`config.mk`:
```
export PLATFORM = sky130hd
export DESIGN_NAME = fifo_rd_arbiter
export DESIGN_NICKNAME = d
export VERILOG_FILES = /design/src/rtl/fifo_rd_arbiter.sv
export SDC_FILE = /design/constraint.sdc
export NUM_CORES = 1
export LEC_CHECK = 0
export BUFFER_PORTS_ARGS = -buffer_cell sky130_fd_sc_hd__buf_2
export CORE_ASPECT_RATIO = 1.4
export CORE_UTILIZATION = 46
export DETAILED_ROUTE_END_ITERATION = 12
export PLACE_DENSITY = 0.85
export SLEW_MARGIN = 15
export SYNTH_ARGS = -nofsm -noshare
export SYNTH_HDL_FRONTEND = slang
export SYNTH_SLANG_ARGS = --single-unit
```
`constraint.sdc`:
```
create_clock -name rdclk -period 4.21 [get_ports rdclk]
set_input_delay 1.0525 -clock rdclk [delete_from_list [all_inputs] [get_ports rdclk]]
set_output_delay 1.0525 -clock rdclk [all_outputs]
set_load 0.05 [all_outputs]
```
`src/rtl/fifo_rd_arbiter.sv`:
```
// -----------------------------------------------------------------------------
// fifo_rd_arbiter
//
// Purpose
//   Drains four show-ahead FIFOs into one registered output stream. Channels
//   are granted round-robin, and each grant moves at most BURST_LEN words.
//   Each grant costs one arbitration cycle with rdreq held low.
//
// Optional feature (macro FIFO_RD_ARB_PRIO_EN)
//   When the macro is defined, channel 0 has strict priority at arbitration
//   time: it wins whenever it is non-empty. A burst that is already running
//   is never preempted. Without the macro, arbitration is pure round-robin,
//   starting at the channel after the last one granted.
//
// Parameters
//   FIFO_DATA_WIDTH  width of each channel word and of out_data
//   BURST_LEN        maximum words popped per grant (1..256)
//
// Ports
//   rdclk      in   single clock; all logic on the rising edge
//   reset      in   synchronous, active-high
//   rdempty    in   [3:0] per-channel empty flag (bit i = channel i)
//   q_bus      in   [4*W-1:0] show-ahead head words; channel i at [i*W +: W]
//   rdreq      out  [3:0] combinational pop strobe; at most one bit high
//   out_ready  in   downstream accept
//   out_valid  out  out_data/out_ch/out_sop hold a beat
//   out_data   out  [W-1:0] registered data beat
//   out_ch     out  [1:0] source channel of the current beat
//   out_sop    out  high on the first beat of each grant
//   dbg_state  out  FSM state for observation (0 = ARB, 1 = BURST)
//
// Handshake
//   A beat transfers on a rising edge where out_valid && out_ready. While
//   out_valid=1 and out_ready=0, the beat is held stable and no word is
//   popped. A pop loads the output register on the same edge that the FIFO
//   advances, so out_valid rises one cycle after rdreq.
// -----------------------------------------------------------------------------
module fifo_rd_arbiter #(
  parameter int FIFO_DATA_WIDTH = 32,
  parameter int BURST_LEN       = 16
) (
  input  logic                         rdclk,
  input  logic                         reset,
  input  logic [3:0]                   rdempty,
  input  logic [4*FIFO_DATA_WIDTH-1:0] q_bus,
  output logic [3:0]                   rdreq,
  input  logic                         out_ready,
  output logic                         out_valid,
  output logic [FIFO_DATA_WIDTH-1:0]   out_data,
  output logic [1:0]                   out_ch,
  output logic                         out_sop,
  output logic                         dbg_state
);

  typedef enum logic {
    ARB   = 1'b0,
    BURST = 1'b1
  } state_t;

  localparam logic [7:0] CNT_LAST = 8'(BURST_LEN - 1);

  state_t     state, state_nxt;
  logic [1:0] last, last_nxt;
  logic [1:0] cur, cur_nxt;
  logic [7:0] cnt, cnt_nxt;
  logic       pop;

  logic [1:0] sel;
  logic       sel_found;
  logic [1:0] probe;

  // Channel search for the next grant: the first non-empty channel at or
  // after last+1, wrapping 3->0.
  always_comb begin
    sel       = 2'd0;
    sel_found = 1'b0;
    probe     = 2'd0;
`ifdef FIFO_RD_ARB_PRIO_EN
    if (!rdempty[0]) begin
      sel       = 2'd0;
      sel_found = 1'b1;
    end
`endif
    for (int k = 1; k <= 4; k++) begin
      probe = last + 2'(k);
      if (!sel_found && !rdempty[probe]) begin
        sel       = probe;
        sel_found = 1'b1;
      end
    end
  end

  // Next-state logic and the pop strobe.
  always_comb begin
    state_nxt = state;
    last_nxt  = last;
    cur_nxt   = cur;
    cnt_nxt   = cnt;
    pop       = 1'b0;
    rdreq     = 4'b0000;

    case (state)
      ARB: begin
        if (sel_found) begin
          cur_nxt   = sel;
          cnt_nxt   = 8'd0;
          state_nxt = BURST;
        end
      end

      BURST: begin
        pop        = !rdempty[cur] && (!out_valid || out_ready);
        rdreq[cur] = pop;
        if (pop) begin
          if (cnt == CNT_LAST) begin
            // Burst complete. cnt returns to 0 so it never passes BURST_LEN-1.
            cnt_nxt   = 8'd0;
            state_nxt = ARB;
            last_nxt  = cur;
          end else begin
            cnt_nxt = cnt + 8'd1;
          end
        end else if (rdempty[cur]) begin
          // Channel ran dry. A partial burst is normal.
          state_nxt = ARB;
          last_nxt  = cur;
        end
      end

      default: state_nxt = ARB;
    endcase

    // No FIFO may advance while reset is held, even if the FSM is in BURST.
    if (reset) begin
      pop   = 1'b0;
      rdreq = 4'b0000;
    end
  end

  always_ff @(posedge rdclk) begin
    if (reset) begin
      state     <= ARB;
      last      <= 2'd3;  // the first search after reset starts at channel 0
      cur       <= 2'd0;
      cnt       <= 8'd0;
      out_valid <= 1'b0;
      out_sop   <= 1'b0;
      out_ch    <= 2'd0;
      out_data  <= '0;
    end else begin
      state <= state_nxt;
      last  <= last_nxt;
      cur   <= cur_nxt;
      cnt   <= cnt_nxt;
      if (pop) begin
        out_data  <= q_bus[cur*FIFO_DATA_WIDTH +: FIFO_DATA_WIDTH];
        out_ch    <= cur;
        out_sop   <= (cnt == 8'd0);
        out_valid <= 1'b1;
      end else if (out_ready) begin
        out_valid <= 1'b0;
      end
    end
  end

  assign dbg_state = (state == BURST);

endmodule

```
After elaboration in Yosys (flattened, before gate mapping)
Index checks and enable logic that the tools add are counted.
- add/sub/neg operators: 4
- order comparisons: 6
- equal/unequal tests: 4
- shift-type cells: 1
- muxes and demuxes: 38
- bitwise logic cells: 2
- reduce and logical (&&, ||, !) cells: 19
- operator list (operator ; count):
    indexed part select 128 x 8 -> 32 bit ; 1
    two-way mux 8 bit ; 3
    two-way mux 1 bit ; 18
    one-hot mux 8 bit (2 select lines) ; 1
    < comparator 2 x 3 -> 1 bit, second input constant ; 5
    two-way mux 2 bit ; 7
    binary-select mux 1 bit (select 2 bit) ; 5
    adder 8 x 1 -> 8 bit, second input constant ; 1
    == test 8 x 4 -> 1 bit, second input constant ; 1
    zero test 8 bit ; 1
    two-way mux 4 bit ; 2
    zero test 1 bit ; 7
    logical AND 1 bit ; 5
    adder 2 bit, second input constant ; 2
    AND 4 bit ; 1
    != test 2 x 1 -> 1 bit, second input constant ; 2
    AND reduction 2 bit ; 2
    nonzero test 2 bit ; 2
    AND reduction 3 bit ; 1
    adder 2 x 1 -> 2 bit, second input constant ; 1
    demux 1 bit (select 2 bit) ; 1
    greater-or-equal comparator 2 x 1 -> 1 bit, second input constant ; 1
    != test 2 bit, second input constant ; 1
    one-hot mux 1 bit (2 select lines) ; 1
    other kinds (2) ; 2
- register bits: 49
- input port bits: 135
- output and inout bits: 41

Logic depth before layout (Yosys ltp)
Gate-level depths: netlist (run 1).
- word-level depth: 14
- gate-level depth with buffers: 8

Least setup slack after synthesis (run 1)
OpenSTA, ideal clock, no wires.
- path type: input -> output
- from: input rdempty[0]
- to: output rdreq[2]
- arrival time: 2195 ps
- setup slack: 963 ps
- stages on the path: 3
- path buffers: 0
- cell sequence: mux2_4 -> nor4b_4 -> and3b_1
- word-level cells in the longest chain between the ends: 7
- RTL lines (what ; line ; RTL):
    start: declaration ; 44 ; input logic [3:0] rdempty,
    binary-select mux 1 bit (select 2 bit) ; 112 ; pop = !rdempty[cur] && (!out_valid || out_ready);
    two-way mux 1 bit (implied by the code) ; 112 ;
    zero test 1 bit ; 112 ;
    logical AND 1 bit ; 112 ;
    AND 4 bit (no source line) ; -- ;
    two-way mux 4 bit ; 102 ; case (state)
    two-way mux 4 bit ; 134 ; if (reset) begin
    end: declaration ; 46 ; output logic [3:0] rdreq,
Every way passes these cells. The select of a mux whose other input is x is not followed.

Final worst setup path (run 1)
Same ends and word-level chain as after synthesis.

==> reports/results.tsv, run 1 <==
metric	value	unit
Post-Synthesis Cells	294	
unrepaired setup endpoints after global routing	false	
Cell variety after synth	42	
worst setup margin	0.812	ns
antenna fix cells	0	
crit path capture type	output port	
post-route ant nets	0	
Sw Ratio	33.4	%
routed length per instance	16.5	um
core area	0.00586	sq mm
#FFs+latches synth	49	
die width	68.0	um
static leakage	1.71	nW
top cell type by total area after synthesis	dfxtp_1	
total iterations of the first detailed-routing run	4	
HPWL after detailed placement	6820	um
die extent in y	94.4	um
Ports	176	
post-CTS sizing	0	
main flop type after synthesis	dfxtp_1	
largest net degree at the start of global routing	38	
Pins Over Slew Limit	0	
Clock Skew	0.00677	ns
internal power	930	uW
worst min path class	reg2reg	
Combinational Power Share	33.4	%
GR Overflow Total	0	
via-per-instance ratio	5.66	
Synth Warn #	0	
CTS tree	yes	
Routed WL	8770	um
worst skew pair latency	0.30	ns
outcome	finished, final reports clean	
fmax	0.294	GHz
CTS root buf	clkbuf_8	
top-count cell post-synth	nand2_1	
Post-CTS Repair Setup Buffers	0	
synth top area cells	dfxtp_1 35%, mux4_2 26%, nand2_1 9.8%, a21oi_1 7.3%, buf_2 1.6%	
critical path peak fanout	8	
max-cap viol count	0	
Peak VDD IR	0.000239	V
first-pass GRT wire length	13600	um
WP data required	3.16	ns
Clock Tree Buf Depth	2	
hold_buf cts	0	
GRT Overall Usage	28.5	%
worst-margin pin slew	0.845	ns
Worst setup SP type	input port	
P per Cell Area	363	mW/mm^2
Post-synth ARST share	0	%
relative slew slack	43.6	%
H-tree depth	2	
Sum Neg Setup Slack	0	ns
final setup fails	0	
Worst Setup Path Type	in2out	
total CTS buffers	5	
CTS sink count	49	
switching pwr	466	uW
dpl ws	0.802	ns
final worst path period share	80.7	%
Synth Net Count	431	
clock slew at reported path FFs	0.09	ns
WP data arrival	2.35	ns
Post-synth EDFFs	0	
final number of hold-violating endpoints	0	
Initial Util	47.9	%
initial antenna violation count	1	
top cells by count, synth	73 x nand2_1, 49 x dfxtp_1, 41 x a21oi_1	
number of DRC markers in iteration 0	217	
Placer Congestion	0.863	
Layout area overhead	37.0	%
die footprint	0.00642	sq mm
clock share of power	28.6	%
number of global-route vias before repair	2998	
drt drc	0	
Seq pwr share	37.9	%
# rows	33	
fin crit period	3.40	ns
sequential-to-total area share from yosys stat	35.0	%
Syn Std Cell Area	0.00281	sq mm
average size of a mapped cell	9.55	sq um
IO buf count	175	
layout cells sized above 1	49.7	%
vias	3008	
Final #Nets	597	
top cell type's share of synthesized area	35.0	%
==> worst max-delay path, stage by stage <==
cell	delay, ns
buf_2	0.12
mux2_4	0.30
nor4b_4	0.40
and3b_1	0.22
buf_2	0.25
==> flip-flops by register name (all words and copies together) (netlist names) <==
signal / flops
cur: 2
out_sop: 1
out_ch: 2
dbg_state: 1
cnt: 8
out_data: 32
last: 2
out_valid: 1
==> layout by cell type, fill, tap and decap left out, types with 5 or more instances in the layout <==
master,Yosys,routed
a21oi_1,41,41
buf_2,9,175
buf_4,0,6
clkbuf_8,0,5
dfxtp_1,49,47
mux4_2,32,32
nand2_1,73,73
nand3_1,5,5
nor2_1,12,12
o21ai_0,7,7
==> per-stage QoR <==
stage / utilization (%) / instance area [sq um] / std cells / power (mW) / hold WS, ns
final: 65.6 / 3850 / 531 / 1.40 / 0.453
after CTS: 65.6 / 3850 / 531 / 1.41 / 0.454
after detailed placement: 63.3 / 3710 / 523 / 1.01 / 0.440
after floorplan: - / 2810 / 294 / 0.871 / 0.458
after global routing: 65.6 / 3850 / 531 / 1.46 / 0.483
after global placement: 63.3 / 3710 / 523 / 0.996 / 0.436
==> power by group through the flow <==
stage | clock, mW | sequential [mW] | combinational, mW
after floorplan | 0 | 0.642 | 0.229
after global placement | 0 | 0.537 | 0.459
after detailed placement | 0 | 0.539 | 0.468
after CTS | 0.408 | 0.529 | 0.469
after global routing | 0.423 | 0.535 | 0.503
final | 0.400 | 0.529 | 0.467
==> worst paths after layout <==
check	startpoint	depth (start not counted)	slack, ns	end
worst max register to register	cur[1]	6	2.01	cnt[1]
worst max-delay path	rdempty[0]	5	0.81	rdreq[2]
worst min-delay path	out_data[16]	2	0.45	out_data[16]
worst min register to register	out_data[16]	2	0.45	out_data[16]
==> logic make-up after synthesis <==
group | after synthesis | share of synthesized area, %
AND/OR/NAND/NOR | 118 | 19.3
AO/OA/AOI/OAI | 60 | 12.2
flip-flops | 49 | 35.0
multiplexers | 36 | 27.3
buffers and inverters | 26 | 4.41
XOR/XNOR | 3 | 0.936
adder cells (fa/ha/maj) | 2 | 0.892
==> metal layers <==
metal / global-route usage [%] / vias to the layer above / wire length (um)
li1: - / 1395 / -
met1: 34.2 / 1452 / 3250
met2: 47.0 / 137 / 4470
met3: 8.09 / 22 / 799
met4: 11.3 / 2 / 234
met5: 0 / - / 13
==> layout make-up <==
type | instances | area [sq um]
flip-flops and latches | 49 | 983
fillers | 506 | 2020
multi-input cells | 219 | 1700
well taps | 70 | 87.6
clock inverters | 3 | 68.8
inverters | 4 | 15.0
clock buffers | 5 | 68.8
repair buffers | 181 | 921
No activity file was read; power rests on OpenSTA's default activity.
==> inputs of run 2 (changes only) <==
Settings changed: CORE_UTILIZATION 46 to 43, PLACE_DENSITY 0.85 to 0.81.
Clock period 4.21 ns to 3.3 ns, I/O delays scaled along.
==> run 2 against run 1 <==
  * Sequential cell count stayed put
  * Worst setup slack worse by 0.45 ns
  * Critical path depth stayed put
  * Register-to-register slack worse by 0.89 ns
  * First-iteration DRC count is 38% lower
  * Via count is 3.8% lower
  * Sequential power is 27% higher
  * Sequential share of layout area is 0.23 points higher
  * Critical path type unchanged
  * Critical endpoint unchanged
  * Largest power group unchanged
==> reports/results.tsv, run 2 (same netlist as run 1, synthesis figures left out) <==
metric	value	unit	change
outcome	finished, final reports clean		unchanged
WP data required	2.47	ns	was 3.16 ns
drt drc	0		unchanged
Fill cells	553		was 506
final number of hold-violating endpoints	0		unchanged
worst-margin pin slew	0.767	ns	was 0.845 ns
Combinational Power Share	35.9	%	was 33.4%
core area	0.00625	sq mm	was 0.00586 sq mm
routed length per instance	15.0	um	was 16.5 um
critical-path cell list	buf_2 -> mux2_4 -> nor4b_4 -> and3b_1 -> buf_2		unchanged
Clock Tree Buf Depth	2		unchanged
Sum Neg Setup Slack	0	ns	unchanged
number of global-route vias before repair	2910		was 2998
max reg flops	32		unchanged
CTS root buf	clkbuf_8		unchanged
# placed instances	525		was 523
GRT Overall Usage	23.6	%	was 28.5%
antenna fix cells	0		unchanged
via-per-instance ratio	5.43		was 5.66
switching pwr	577	uW	was 466 uW
hold_buf cts	0		unchanged
total CTS buffers	5		unchanged
first-pass GRT wire length	12900	um	was 13600 um
critical path peak fanout	8		unchanged
fmax	0.341	GHz	
GR Overflow Total	0		unchanged
relative slew slack	48.8	%	was 43.6%
number of DRC markers in iteration 0	135		was 217
Pins Over Slew Limit	0		unchanged
Most flops, register	out_data		unchanged
# rows	34		was 33
Clock Skew	0.00621	ns	was 0.00677 ns
Routed WL	8010	um	was 8770 um
Seq pwr share	40.8	%	was 37.9%
CP most frequent cell	buf_2		unchanged
Worst Setup Path Type	in2out		unchanged
WP data arrival	2.11	ns	was 2.35 ns
Post-CTS Repair Setup Buffers	0		unchanged
clock slew at reported path FFs	0.09	ns	about the same
internal power	1.07	mW	was 930 uW
fin crit period	2.93	ns	
Final #Nets	597		unchanged
Peak VDD IR	0.000175	V	was 0.000239 V
commonest non-fill, non-tap cell in the layout	buf_2		unchanged
CTS tree	yes		unchanged
largest registers	out_data x32, cnt x8		unchanged
final worst path period share	88.9	%	
crit path capture type	output port		unchanged
clock share of power	23.3	%	was 28.6%
critical path's slowest cell	nor4b_4		unchanged
fin area	0.00381	sq mm	was 0.00385 sq mm
vias	2894		was 3008
slowest cell delay on critical path	0.39	ns	was 0.40 ns
layout cells sized above 1	49.7	%	unchanged
Placer Congestion	0.856		was 0.863
largest net degree at the start of global routing	38		unchanged
HPWL after detailed placement	6140	um	was 6820 um
die footprint	0.00686	sq mm	was 0.00642 sq mm
Initial Util	44.9	%	was 47.9%
post-route ant nets	0		unchanged
most frequent cells in the layout	175 x buf_2, 73 x nand2_1, 47 x dfxtp_1		unchanged
H-tree depth	2		unchanged
Layout Cells excl Fill	533		was 531
Post-DP Area	0.00371	sq mm	about the same
P per Cell Area	432	mW/mm^2	was 363 mW/mm^2
Worst setup SP type	input port		unchanged
worst skew pair latency	0.30	ns	about the same
max-cap viol count	0		unchanged
worst min path class	reg2reg		unchanged
final setup fails	0		unchanged
FF+latch area	983	sq um	unchanged
Layout area overhead	35.8	%	was 37.0%
IO buf count	175		unchanged
initial antenna violation count	0		was 1
die width	70.3	um	was 68.0 um
post-CTS sizing	0		unchanged
Sw Ratio	35.0	%	was 33.4%
Ports	176		unchanged
unrepaired setup endpoints after global routing	false		unchanged
total iterations of the first detailed-routing run	5		was 4
static leakage	1.69	nW	was 1.71 nW
CTS sink count	49		unchanged
Final Hold Slack	0.449	ns	was 0.453 ns
die extent in y	97.6	um	was 94.4 um
multi-input logic area	0.00170	sq mm	unchanged
run 2: cell count changes in the layout (fill, tap and decap cells not counted):
cell / previous run / this run
inv_6: 1 / 0
clkinv_2: 0 / 1
bufinv_16: 2 / 0
clkbuf_8: 5 / 7
run 2: final cells by class:
type | count | area share [%]
Clock buffer | 7 | 2.53
Clock inverter | 1 | 0.131
Inverter | 4 | 0.394
Multi-Input combinational cell | 219 | 44.6
Sequential cell | 49 | 25.8
Tap cell | 72 | 2.36
Timing Repair Buffer | 181 | 24.2
run 2: per-layer routing:
layer	vias to the layer above	track usage, %	part of all wire, %
li1	1394	-	-
met1	1379	25.6	38
met2	106	44.4	55
met3	15	3.84	4.9
met4	0	9.08	1.9
met5	-	0	0
run 2: critical path, delay by kind of cell:
family	cells	cell delay (ns)
buffers and inverters	2	0.37
multiplexers	1	0.30
AND/OR/NAND/NOR	2	0.61
run 2: metrics by stage:
step	util [%]	setup slack, ns	power, mW
5_1_grt	61.0	0.248	1.73
4_1_cts	61.0	0.373	1.67
2_1_floorplan	-	0.508	1.11
3_3_place_gp	59.3	0.390	1.27
6_report	61.0	0.365	1.65
3_5_place_dp	59.3	0.372	1.28
run 2: power groups by stage:
stage | registers, mW | clock network, mW | logic, mW
global route | 0.678 | 0.416 | 0.638
floorplan | 0.820 | 0 | 0.292
CTS | 0.672 | 0.398 | 0.597
global placement | 0.682 | 0 | 0.584
finish | 0.672 | 0.384 | 0.591
detailed placement | 0.685 | 0 | 0.596
run 2: final timing paths:
kind | from | end | slack, ns | cells after the start
max | rdempty[0] | rdreq[2] | 0.37 | 5
min | out_data[13] | out_data[13] | 0.45 | 2
min reg2reg | out_data[13] | out_data[13] | 0.45 | 2
max reg2reg | cur[1] | cnt[3] | 1.12 | 6
